`src/rtl/raw2rgb_pkg.sv`:
```
// Shared types for the raw Bayer-to-RGB line sequencer.
// Holds the FSM state encoding, Bayer phase constants and phase helper.
package raw2rgb_pkg;

   typedef enum logic [2:0] {
      S_IDLE       = 3'd0,
      S_RST_FIFO   = 3'd1,
      S_WAIT_RDY   = 3'd2,
      S_ARMED      = 3'd3,
      S_FIRST_LINE = 3'd4,
      S_STREAM     = 3'd5
   } state_t;

   // Bayer phase of a pixel: {row parity, col parity} relative to B.
   localparam logic [1:0] PH_B  = 2'b00;
   localparam logic [1:0] PH_GB = 2'b01;
   localparam logic [1:0] PH_GR = 2'b10;
   localparam logic [1:0] PH_R  = 2'b11;

   function automatic logic [1:0] bayer_phase(
      input logic [1:0] phase0,
      input logic       row_lsb,
      input logic       col_lsb
   );
      return phase0 ^ {row_lsb, col_lsb};
   endfunction

endpackage

```
`src/rtl/raw2rgb_edge_det.sv`:
```
// Registered edge detector: one flop of history, combinational pulse.
// Ports: clk, rst (sync, high), sig in; pulse out (rise, or fall if FALL=1).
module raw2rgb_edge_det #(
   parameter bit FALL = 1'b0
) (
   input  logic clk,
   input  logic rst,
   input  logic sig,
   output logic pulse
);

   logic sig_d;

   always_ff @(posedge clk) begin
      if (rst) sig_d <= 1'b0;
      else     sig_d <= sig;
   end

   assign pulse = FALL ? (~sig & sig_d) : (sig & ~sig_d);

endmodule

```
`src/rtl/raw2rgb_line_ctrl.sv`:
```
// Line-buffer sequencer for the 2x2 Bayer-to-RGB stage.
// Ports: sync/valid/FIFO status in; FIFO rst/wr/rd, row/col, phase, err, state out.
module raw2rgb_line_ctrl
   import raw2rgb_pkg::*;
#(
   parameter int         IMG_W   = 1280,
   parameter int         RST_LEN = 8,
   parameter int         CNT_W   = 16,
   parameter logic [1:0] PHASE0  = PH_B
) (
   input  logic             I_Clk,
   input  logic             I_Rst,
   input  logic             I_V_Sync,
   input  logic             I_H_Sync,
   input  logic             I_Raw_Vaild,
   input  logic             I_Fifo_Full,
   input  logic             I_Fifo_Empty,
   input  logic             I_Fifo_Busy,
   output logic             O_Fifo_Rst,
   output logic             O_Fifo_Wr_En,
   output logic             O_Fifo_Rd_En,
   output logic [CNT_W-1:0] O_Row_Cnt,
   output logic [CNT_W-1:0] O_Col_Cnt,
   output logic [1:0]       O_Bayer_Phase,
   output logic             O_Pair_Vaild,
   output logic             O_Frame_Err,
   output logic [2:0]       O_State
);

   localparam int RC_W = (RST_LEN > 1) ? $clog2(RST_LEN) : 1;
   localparam logic [RC_W-1:0]  RST_LAST = RC_W'(RST_LEN - 1);
   localparam logic [CNT_W-1:0] LINE_LEN = CNT_W'(IMG_W);
   localparam logic [CNT_W-1:0] ROW_MAX  = '1;

   state_t           state;
   logic [RC_W-1:0]  rst_cnt;
   logic [CNT_W-1:0] row_cnt;
   logic [CNT_W-1:0] col_cnt;
   logic             fifo_rst;
   logic             frame_err;

   logic vs_rise;
   logic eol;
   logic in_line;
   logic take;
   logic wr_en;
   logic rd_en;
   logic err_set;

   // Line sync only matters for upstream alignment.
   logic unused_hs;
   assign unused_hs = I_H_Sync;

   raw2rgb_edge_det #(.FALL(1'b0)) u_vs_det (
      .clk   (I_Clk),
      .rst   (I_Rst),
      .sig   (I_V_Sync),
      .pulse (vs_rise)
   );

   raw2rgb_edge_det #(.FALL(1'b1)) u_eol_det (
      .clk   (I_Clk),
      .rst   (I_Rst),
      .sig   (I_Raw_Vaild),
      .pulse (eol)
   );

   assign in_line = (state == S_FIRST_LINE) || (state == S_STREAM);

   // A frame restart in the same cycle drops the pixel.
   assign take  = I_Raw_Vaild & ~vs_rise & ~I_Rst;
   assign wr_en = take & (in_line || (state == S_ARMED));
   assign rd_en = take & (state == S_STREAM);

   assign err_set =
      (I_Raw_Vaild &&
       ((state == S_RST_FIFO) || (state == S_WAIT_RDY))) ||
      (eol && in_line && (col_cnt != LINE_LEN)) ||
      (wr_en && I_Fifo_Full) ||
      (rd_en && I_Fifo_Empty);

   always_ff @(posedge I_Clk) begin
      if (I_Rst) begin
         state     <= S_IDLE;
         rst_cnt   <= '0;
         row_cnt   <= '0;
         col_cnt   <= '0;
         fifo_rst  <= 1'b0;
         frame_err <= 1'b0;
      end else if (vs_rise) begin
         // Error history restarts here; a pixel colliding
         // with the restart is itself an error.
         state     <= S_RST_FIFO;
         rst_cnt   <= RST_LAST;
         row_cnt   <= '0;
         col_cnt   <= '0;
         fifo_rst  <= 1'b1;
         frame_err <= I_Raw_Vaild;
      end else begin
         if (err_set) frame_err <= 1'b1;
         unique case (state)
            S_IDLE: ;
            S_RST_FIFO: begin
               row_cnt <= '0;
               col_cnt <= '0;
               if (rst_cnt == '0) begin
                  fifo_rst <= 1'b0;
                  state    <= S_WAIT_RDY;
               end else begin
                  rst_cnt <= rst_cnt - 1'b1;
               end
            end
            S_WAIT_RDY: begin
               if (!I_Fifo_Busy) state <= S_ARMED;
            end
            S_ARMED: begin
               if (I_Raw_Vaild) begin
                  col_cnt <= col_cnt + 1'b1;
                  state   <= S_FIRST_LINE;
               end
            end
            S_FIRST_LINE, S_STREAM: begin
               if (I_Raw_Vaild) col_cnt <= col_cnt + 1'b1;
               if (eol) begin
                  col_cnt <= '0;
                  if (row_cnt != ROW_MAX)
                     row_cnt <= row_cnt + 1'b1;
                  if (state == S_FIRST_LINE)
                     state <= S_STREAM;
               end
            end
            default: state <= S_IDLE;
         endcase
      end
   end

   assign O_Fifo_Rst    = fifo_rst;
   assign O_Fifo_Wr_En  = wr_en;
   assign O_Fifo_Rd_En  = rd_en;
   assign O_Pair_Vaild  = rd_en;
   assign O_Row_Cnt     = row_cnt;
   assign O_Col_Cnt     = col_cnt;
   assign O_Frame_Err   = frame_err;
   assign O_State       = state;
   assign O_Bayer_Phase = bayer_phase(PHASE0, row_cnt[0], col_cnt[0]);

endmodule

```
`config.mk`:
```
export PLATFORM = sky130hd
export DESIGN_NAME = raw2rgb_line_ctrl
export DESIGN_NICKNAME = d
export VERILOG_FILES = /design/src/rtl/raw2rgb_pkg.sv /design/src/rtl/raw2rgb_edge_det.sv /design/src/rtl/raw2rgb_line_ctrl.sv
export SDC_FILE = /design/constraint.sdc
export NUM_CORES = 1
export LEC_CHECK = 0
export BUFFER_PORTS_ARGS = -buffer_cell sky130_fd_sc_hd__clkbuf_2
export CAP_MARGIN = 40
export CORE_ASPECT_RATIO = 1.25
export CORE_MARGIN = 3
export CORE_UTILIZATION = 49
export CTS_CLUSTER_DIAMETER = 80
export DETAILED_ROUTE_END_ITERATION = 10
export HOLD_SLACK_MARGIN = 0.03
export PLACE_DENSITY = 0.76
export SETUP_SLACK_MARGIN = 0.2
export SYNTH_ARGS = -nofsm -noshare
export SYNTH_HDL_FRONTEND = slang
export SYNTH_SLANG_ARGS = --single-unit
```
`constraint.sdc`:
```
create_clock -name I_Clk -period 1.75 [get_ports I_Clk]
set_clock_uncertainty 0.2 [all_clocks]
set_input_delay 0.35 -clock I_Clk [delete_from_list [all_inputs] [get_ports I_Clk]]
set_output_delay 0.35 -clock I_Clk [all_outputs]
set_load 0.1 [all_outputs]
```
==> results of run 1 <==
[repair_timing]
item,in CTS
buffers inserted,16
endpoints found under the setup margin,66
resized for setup,115
pin swaps,42
gates cloned,2
[synthesized netlist by cell type, types with 3 or more instances]
library cell  number  area (um2)
clkbuf_1           8        30.0
nand4_1           15        93.8
and2_1             4        25.0
nor4_1             5        31.3
o21ai_0            4        20.0
or3_1              9        56.3
or4_1              8        60.1
buf_4              3        22.5
inv_1              8        30.0
nand2b_1           6        37.5
nor2_1            12        45.0
nand3b_1           3        22.5
a31oi_1            4        25.0
nor2b_1            8        50.1
a21oi_1           22         110
xor2_1             3        26.3
nand2_1           24        90.1
ha_1               5        62.6
and3_1             3        18.8
xnor2_1            6        52.6
a211oi_1           4        30.0
nor3_1             9        45.0
o31ai_1           10        75.1
dfxtp_1           42         841
mux2i_1            5        50.1
nand3_1           17        85.1
[through the flow]
stage | utilization [%] | setup slack (ns) | setup TNS [ns]
2_1_floorplan | - | -0.727 | -4.10
3_3_place_gp | 78.7 | -0.246 | -2.96
3_5_place_dp | 78.7 | -0.299 | -3.51
4_1_cts | 94.7 | -0.226 | -2.76
[cell families after synthesis]
kind of cell | share of synthesized area (%)
AND/OR/NAND/NOR | 33.9
AO/OA/AOI/OAI | 17.0
flip-flops | 35.5
buffers and inverters | 5.44
XOR/XNOR | 3.33
multiplexers | 2.11
adder cells (fa/ha/maj) | 2.64
==> impl_metrics.py, run 1 <==
metrics = {
    "placement": {
        "io_buffers": 48,
        "post_dp_cell_area_mm2": 0.00356,
        "place_congestion": 0.877,
        "hpwl_um": 5420,
        "dp.cells": 440,
    },
    "timing": {
        "endpoint_type": "output port",
        "worst_endpoint": "O_Pair_Vaild",
    },
    "synthesis": {
        "yosysSeqAreaShare_pct": 35.5,
        "synth-async-reset-ratio_pct": 0,
        "post_synth.cell_area_avg_um2": 8.31,
        "ys_warn_count": 0,
        "synthFlopType": "dfxtp_1",
        "ys_ff_latch": 42,
        "synth_edf_count": 0,
        "synth.cell_area_mm2": 0.00237,
        "synthesis.nets": 298,
        "netlist_instances": 285,
        "synth_cell_types": 55,
    },
    "die": {
        "ios": 50,
        "start_util_pct": 52.3,
        "die_x_um": 68.2,
        "die_h_um": 83.7,
        "rows": 27,
    },
    "clock_network": {
        "clockRootBuffer": "clkbuf_8",
        "clk_path_buf_depth": 2,
        "numClockSinks": 42,
        "cts-hold-fix-buffers": 0,
        "numCtsBuffers": 5,
        "htree_levels": 2,
    },
    "global_routing": {
        "grt_start_max_net_pins": 14,
    },
    "status": {
        "firstError": "[ERROR DPL-0038] Utilization greater than 100%, impossible to legalize",
        "status": "did not finish",
        "haltStage": "5_1_grt",
    },
}
==> run 2, diff against run 1 <==
--- a/config.mk
+++ b/config.mk
@@ -7,14 +7,10 @@
 export LEC_CHECK = 0
 export BUFFER_PORTS_ARGS = -buffer_cell sky130_fd_sc_hd__clkbuf_2
 export CAP_MARGIN = 40
-export CORE_ASPECT_RATIO = 1.25
 export CORE_MARGIN = 3
-export CORE_UTILIZATION = 49
-export CTS_CLUSTER_DIAMETER = 80
+export CORE_UTILIZATION = 40
 export DETAILED_ROUTE_END_ITERATION = 10
-export HOLD_SLACK_MARGIN = 0.03
-export PLACE_DENSITY = 0.76
-export SETUP_SLACK_MARGIN = 0.2
+export PLACE_DENSITY_LB_ADDON = 0.15
 export SYNTH_ARGS = -nofsm -noshare
 export SYNTH_HDL_FRONTEND = slang
 export SYNTH_SLANG_ARGS = --single-unit
==> constraint.sdc (replaced) <==
create_clock -name I_Clk -period 2.27 [get_ports I_Clk]
set_clock_uncertainty 0.2 [all_clocks]
set_input_delay 0.454 -clock I_Clk [delete_from_list [all_inputs] [get_ports I_Clk]]
set_output_delay 0.454 -clock I_Clk [all_outputs]
set_load 0.1 [all_outputs]
==> run 2 against run 1 <==
Compared with the run above:
- the flow now finishes without violations
- synthesized cell count unchanged
- synthesized area unchanged
==> impl_metrics.py, run 2 <==
metrics = {
    "status": {
        "status": "complete, no violations",
    },
    "drt": {
        "totalWireLength_um": 5780,
        "via_count": 2270,
        "wire_per_inst_um": 14.1,
        "viasPerCell": 5.52,
        "route.antenna.remaining_nets": 0,
        "drcViolationCount": 0,
        "drt_iter0_markers": 100,
        "dr.pass1.iters": 4,
    },
    "worst_hold_path": {
        "hold_path_class": "in -> reg",
    },
    "setup_path": {
        "startpoint_type": "flop",
        "endpoint_kind": "output port",
        "crit_arrival_ns": 1.45,
        "worstSetupPathType": "reg -> out",
        "cp_top_family": "simple AND/OR/NAND/NOR gates",
        "cp_slowest_cell": "dfxtp_4",
        "path_max_fanout": 16,
        "worstPathRequired_ns": 1.62,
        "critPathMaxStageDelay_ns": 0.40,
        "cp.buffers_inverters": 1,
        "cp_cell_sequence": "nand2b_4, nor3_4, buf_12",
    },
    "clock_network": {
        "cts-hold-fix-buffers": 0,
        "clk_path_buf_depth": 2,
        "cts_setup_buffers": 0,
        "clk_pin_slew_ns": 0.08,
        "cts_resized": 0,
        "clockRootBuffer": "clkbuf_8",
        "htree_levels": 2,
        "clk_latency_ns": 0.30,
        "numClockSinks": 42,
        "cts_tree": "yes",
        "numCtsBuffers": 5,
    },
    "finish": {
        "diodes": 0,
        "final_util_pct": 52.3,
        "fin_cells": 411,
        "layout_commonest_cell": "clkbuf_2",
        "layout-drive-gt1-share_pct": 33.3,
        "layout_common_cells": "clkbuf_2, dfxtp_2, nand2_1, a21oi_1, nand3_1",
        "seq_area_um2": 887,
        "final_area_mm2": 0.00293,
        "final_nets": 351,
        "multi_input_comb_area_mm2": 0.00145,
        "fill_cells": 568,
        "area.growth.synth_to_final_pct": 23.9,
    },
    "timing": {
        "setup_violations": 0,
        "rsz0062_at_grt": "no",
        "maxSlewViolCount": 0,
        "period_share_pct": 92.9,
        "finalHoldViolCount": 0,
        "fmax_mhz": 474,
        "fin_crit_ns": 2.11,
        "setup_ws_ns": 0.161,
        "max_slew_margin_pct": 62.2,
        "tightest_slew_ns": 0.563,
        "whs_ns": 0.201,
    },
    "power_and_ir_drop": {
        "clockPowerShare_pct": 34.1,
        "p_leak_uw": 0.00109,
        "p_per_area_mw_per_mm2": 506,
        "p_int_uw": 1060,
        "p_sw_share_pct": 28.5,
        "pwr-share-seq_pct": 51.6,
        "power.switching_uw": 422,
        "ir_drop_mv": 0.311,
        "p_comb_share_pct": 14.3,
    },
    "die": {
        "core_area_mm2": 0.00561,
        "dieArea_mm2": 0.00688,
        "ios": 50,
        "start_util_pct": 42.2,
        "rows": 27,
        "die_x_um": 82.9,
        "die_h_um": 82.9,
    },
    "placement": {
        "post_dp_cell_area_mm2": 0.00284,
        "place_congestion": 0.800,
        "hpwl_um": 4290,
        "io_buffers": 48,
        "dpl_worst_slack_ns": 0.0963,
        "dp.cells": 403,
    },
    "global_routing": {
        "track_usage_pct": 16.9,
        "grt_pass1_wl_um": 9740,
        "grt_overflow_total": 0,
        "grt_start_max_net_pins": 17,
        "antenna_found_initial": 0,
        "grt_pass1_vias": 2105,
    },
    "synthesis": {
        "synth.cell_area_mm2": 0.00237,
        "synth_top_cell_by_area": "dfxtp_1",
        "ys_ff_latch": 42,
        "synth.top_cell.area_share_pct": 35.5,
        "synthFlopType": "dfxtp_1",
        "netlist_instances": 285,
        "synth_edf_count": 0,
        "synthesis.nets": 298,
        "yosysSeqAreaShare_pct": 35.5,
        "synth_cell_types": 55,
        "synth-async-reset-ratio_pct": 0,
        "synth_common_cells": "dfxtp_1, nand2_1, a21oi_1",
        "post_synth.cell_area_avg_um2": 8.31,
        "ys_warn_count": 0,
        "synth.most_common_cell": "dfxtp_1",
        "synthTopCellsByArea": "dfxtp_1, a21oi_1, nand4_1",
    },
    "run": {
        "drv_cap": 0,
    },
}
-- run 2: cell counts after synthesis --
Identical to the previous run, type by type.
-- run 2: kinds of logic after synthesis --
family                     count (synthesis)  synth area share (%)
buffers and inverters                     24                  5.44
DFF                                       42                  35.5
adders and majority gates                  5                  2.64
xor gates and xnor gates                   9                  3.33
and+or+nand+nor                          139                  33.9
muxes                                      5                  2.11
AOI/OAI and AO/OA                         61                  17.0
-- run 2: worst reg2reg max path, stage by stage, from the launching register on --
cell	delay, ns
dfxtp_4	0.40
nor4bb_1	0.32
buf_4	0.21
nand4_1	0.22
or4_1	0.47
a21oi_1	0.15
-- run 2: layer usage --
metal	vias to the layer above	track usage, %	part of all wire (%)
met2	49	26.7	45
met1	1036	22.0	48
met4	0	5.50	1.6
li1	1175	-	-
met5	-	0	0
met3	10	4.76	5.1
-- run 2: cell type report --
type | count | area share, %
Clock buffer | 7 | 2.94
Multi-Input combinational cell | 219 | 49.3
Inverter | 8 | 1.02
Clock inverter | 1 | 0.171
Timing Repair Buffer | 62 | 13.3
Tap cell | 72 | 3.07
Sequential cell | 42 | 30.2
-- run 2: path summary, 6_finish.rpt --
kind,start,endpoint,slack (ns),cells past startpoint
worst max-delay path,O_State[1],O_Pair_Vaild,0.16,3
worst max register to register,O_State[1],O_Row_Cnt[10],0.24,5
worst min-delay path,I_Rst,u_eol_det.sig_d,0.20,2
worst min register to register,rst_cnt[1],rst_cnt[1],0.28,2
-- run 2: per-stage QoR --
stage / total power (uW) / TNS, ns
2_1_floorplan: 952 / -0.339
6_report: 1480 / 0
3_3_place_gp: 996 / 0
4_1_cts: 1510 / 0
5_1_grt: 1550 / 0
3_5_place_dp: 998 / 0
-- run 2: power groups by stage --
| stage | logic (uW) | registers [uW] | clock network [uW] |
|---|---|---|---|
| after global routing | 231 | 770 | 552 |
| after detailed placement | 214 | 784 | 0 |
| after global placement | 213 | 784 | 0 |
| final | 212 | 766 | 506 |
| after CTS | 215 | 766 | 525 |
| after floorplan | 127 | 825 | 0 |
Power figures use the tool's default switching activity.
==> run 3, diff against run 2 <==
--- a/config.mk
+++ b/config.mk
@@ -5,11 +5,11 @@
 export SDC_FILE = /design/constraint.sdc
 export NUM_CORES = 1
 export LEC_CHECK = 0
-export BUFFER_PORTS_ARGS = -buffer_cell sky130_fd_sc_hd__clkbuf_2
 export CAP_MARGIN = 40
 export CORE_MARGIN = 3
 export CORE_UTILIZATION = 40
 export DETAILED_ROUTE_END_ITERATION = 10
+export DONT_BUFFER_PORTS = 1
 export PLACE_DENSITY_LB_ADDON = 0.15
 export SYNTH_ARGS = -nofsm -noshare
 export SYNTH_HDL_FRONTEND = slang
==> run 3 against run 2 <==
Compared with the run above:
- design area up 0.81%
- sequential cell count unchanged
- total power down 2.6%
- count of clock-buffer cells in the layout up 1
- combinational power down 4%
- die area unchanged
- critical path type unchanged
- critical endpoint is now O_Fifo_Rd_En
==> impl_metrics.py, run 3 (synthesis gave the netlist of run 2 again) <==
metrics = {
    "clock_network": {
        "clockRootBuffer": "clkbuf_8",
        "numClockSinks": 42,
        "clk_latency_ns": 0.29,
        "htree_levels": 2,
        "cts_resized": 0,
        "cts_setup_buffers": 0,
        "cts_tree": "yes",
        "clk_pin_slew_ns": 0.08,
        "cts-hold-fix-buffers": 0,
        "clk_path_buf_depth": 2,
        "numCtsBuffers": 5,
    },
    "timing": {
        "max_slew_margin_pct": 60.8,
        "whs_ns": 0.0171,
        "finalHoldViolCount": 0,
        "maxSlewViolCount": 0,
        "tightest_slew_ns": 0.584,
        "fin_crit_ns": 2.15,
        "fmax_mhz": 466,
        "rsz0062_at_grt": "no",
        "period_share_pct": 94.5,
        "setup_violations": 0,
    },
    "drt": {
        "wl_met1_um": 2850,
        "viasPerCell": 5.76,
        "route.antenna.remaining_nets": 0,
        "wire_per_inst_um": 15.3,
        "drcViolationCount": 0,
        "drt_iter0_markers": 103,
        "wl_met3_um": 353,
        "met2_length_um": 2830,
        "top_layer": "met4",
        "via_count": 2298,
        "totalWireLength_um": 6100,
        "dr.pass1.iters": 4,
    },
    "setup_path": {
        "path_max_fanout": 16,
        "critPathMaxStageDelay_ns": 0.40,
        "cp_top_family": "simple AND/OR/NAND/NOR gates",
        "timing.rr.end": "O_Row_Cnt[13]",
        "r2r_cells": 5,
        "worstSetupPathType": "reg -> out",
        "timing.rr.start": "O_State[1]",
        "cp.buffers_inverters": 1,
        "cp_cell_sequence": "nand2b_4, nor3_4, buf_12",
        "cp_slowest_cell": "dfxtp_4",
        "crit_arrival_ns": 1.49,
        "worstPathRequired_ns": 1.62,
        "reg2reg_slack_ns": 0.18,
        "startpoint_type": "flop",
        "endpoint_kind": "output port",
    },
    "power_and_ir_drop": {
        "ir_drop_mv": 0.331,
        "p_leak_uw": 0.00106,
        "finalPower_uw": 1450,
        "p_per_area_mw_per_mm2": 489,
    },
    "die": {
        "die_x_um": 82.9,
        "ios": 50,
        "dieArea_mm2": 0.00688,
        "core_area_mm2": 0.00561,
        "start_util_pct": 42.2,
        "rows": 27,
        "die_h_um": 82.9,
    },
    "global_routing": {
        "grt_start_max_net_pins": 18,
        "track_usage_pct": 17.6,
        "grt_pass1_wl_um": 10300,
        "antenna_found_initial": 0,
        "grt_pass1_vias": 2095,
        "grt_overflow_total": 0,
    },
    "finish": {
        "layout_commonest_cell": "buf_4",
        "layout-drive-gt1-share_pct": 29.7,
        "seq_area_um2": 887,
        "multi_input_comb_area_mm2": 0.00145,
        "area.growth.synth_to_final_pct": 24.9,
        "fin_cells": 399,
        "layout_common_cells": "buf_4, dfxtp_2, nand2_1, a21oi_1, nand3_1",
        "final_nets": 339,
        "fill_cells": 556,
        "diodes": 0,
    },
    "placement": {
        "place_congestion": 0.853,
        "hpwl_um": 4520,
        "dp.cells": 389,
        "io_buffers": 0,
    },
    "worst_hold_path": {
        "hold_path_class": "in -> reg",
        "min_to": "rst_cnt[2]",
        "hold_start": "I_Rst",
        "whs_path_depth": 1,
    },
    "run": {
        "drv_cap": 0,
    },
    "status": {
        "status": "complete, no violations",
    },
}
-- run 3: cell types whose count changed in the layout (fill, tap and decap cells not counted), sizes merged --
| cell | before | now |
|---|---|---|
| buf | 17 | 48 |
| clkbuf | 52 | 8 |
| clkinv | 1 | 0 |
| dlygate4sd3 | 0 | 2 |
-- run 3: cell type report --
cell class,instances,share of cell area [%]
Sequential cell,42,30.0
Clock buffer,8,2.71
Timing Repair Buffer,50,14.4
Tap cell,72,3.05
Inverter,8,1.02
Multi-Input combinational cell,219,48.9
-- run 3: worst register-to-register path: stages (launching register included) --
cell and delay, ns:
dfxtp_4 0.40, nor4bb_1 0.30, buf_4 0.21, nand4_1 0.28
or4_1 0.50, a21oi_1 0.14
-- run 3: per-layer routing --
| metal | GRT usage (%) | vias up |
|---|---|---|
| met3 | 6.45 | 7 |
| li1 | - | 1152 |
| met5 | 0 | - |
| met4 | 5.05 | 0 |
| met1 | 23.4 | 1082 |
| met2 | 26.9 | 57 |
-- run 3: worst max-delay path by stage --
stage                     depth (start not counted)        start            end
after global placement                            5  I_Raw_Vaild  O_Row_Cnt[11]
after global routing                              5   O_State[1]  O_Row_Cnt[13]
after detailed placement                          5  I_Raw_Vaild  O_Row_Cnt[11]
final                                             3   O_State[1]   O_Fifo_Rd_En
after CTS                                         3   O_State[1]   O_Fifo_Rd_En
after floorplan                                   4   O_State[0]   O_Pair_Vaild
-- run 3: per-stage QoR --
stage	setup TNS [ns]	setup WS, ns	utilization, %	area [um2]
after global placement	0	0.252	51.0	2860
final	0	0.124	52.7	2960
after floorplan	-0.339	-0.303	-	2490
after global routing	0	0.0386	52.7	2960
after detailed placement	0	0.175	51.0	2860
after CTS	0	0.120	52.4	2940
-- run 3: power breakdown --
group | switching [uW] | internal [uW]
registers | 13.5 | 749
clock network | 259 | 219
logic | 141 | 63.4
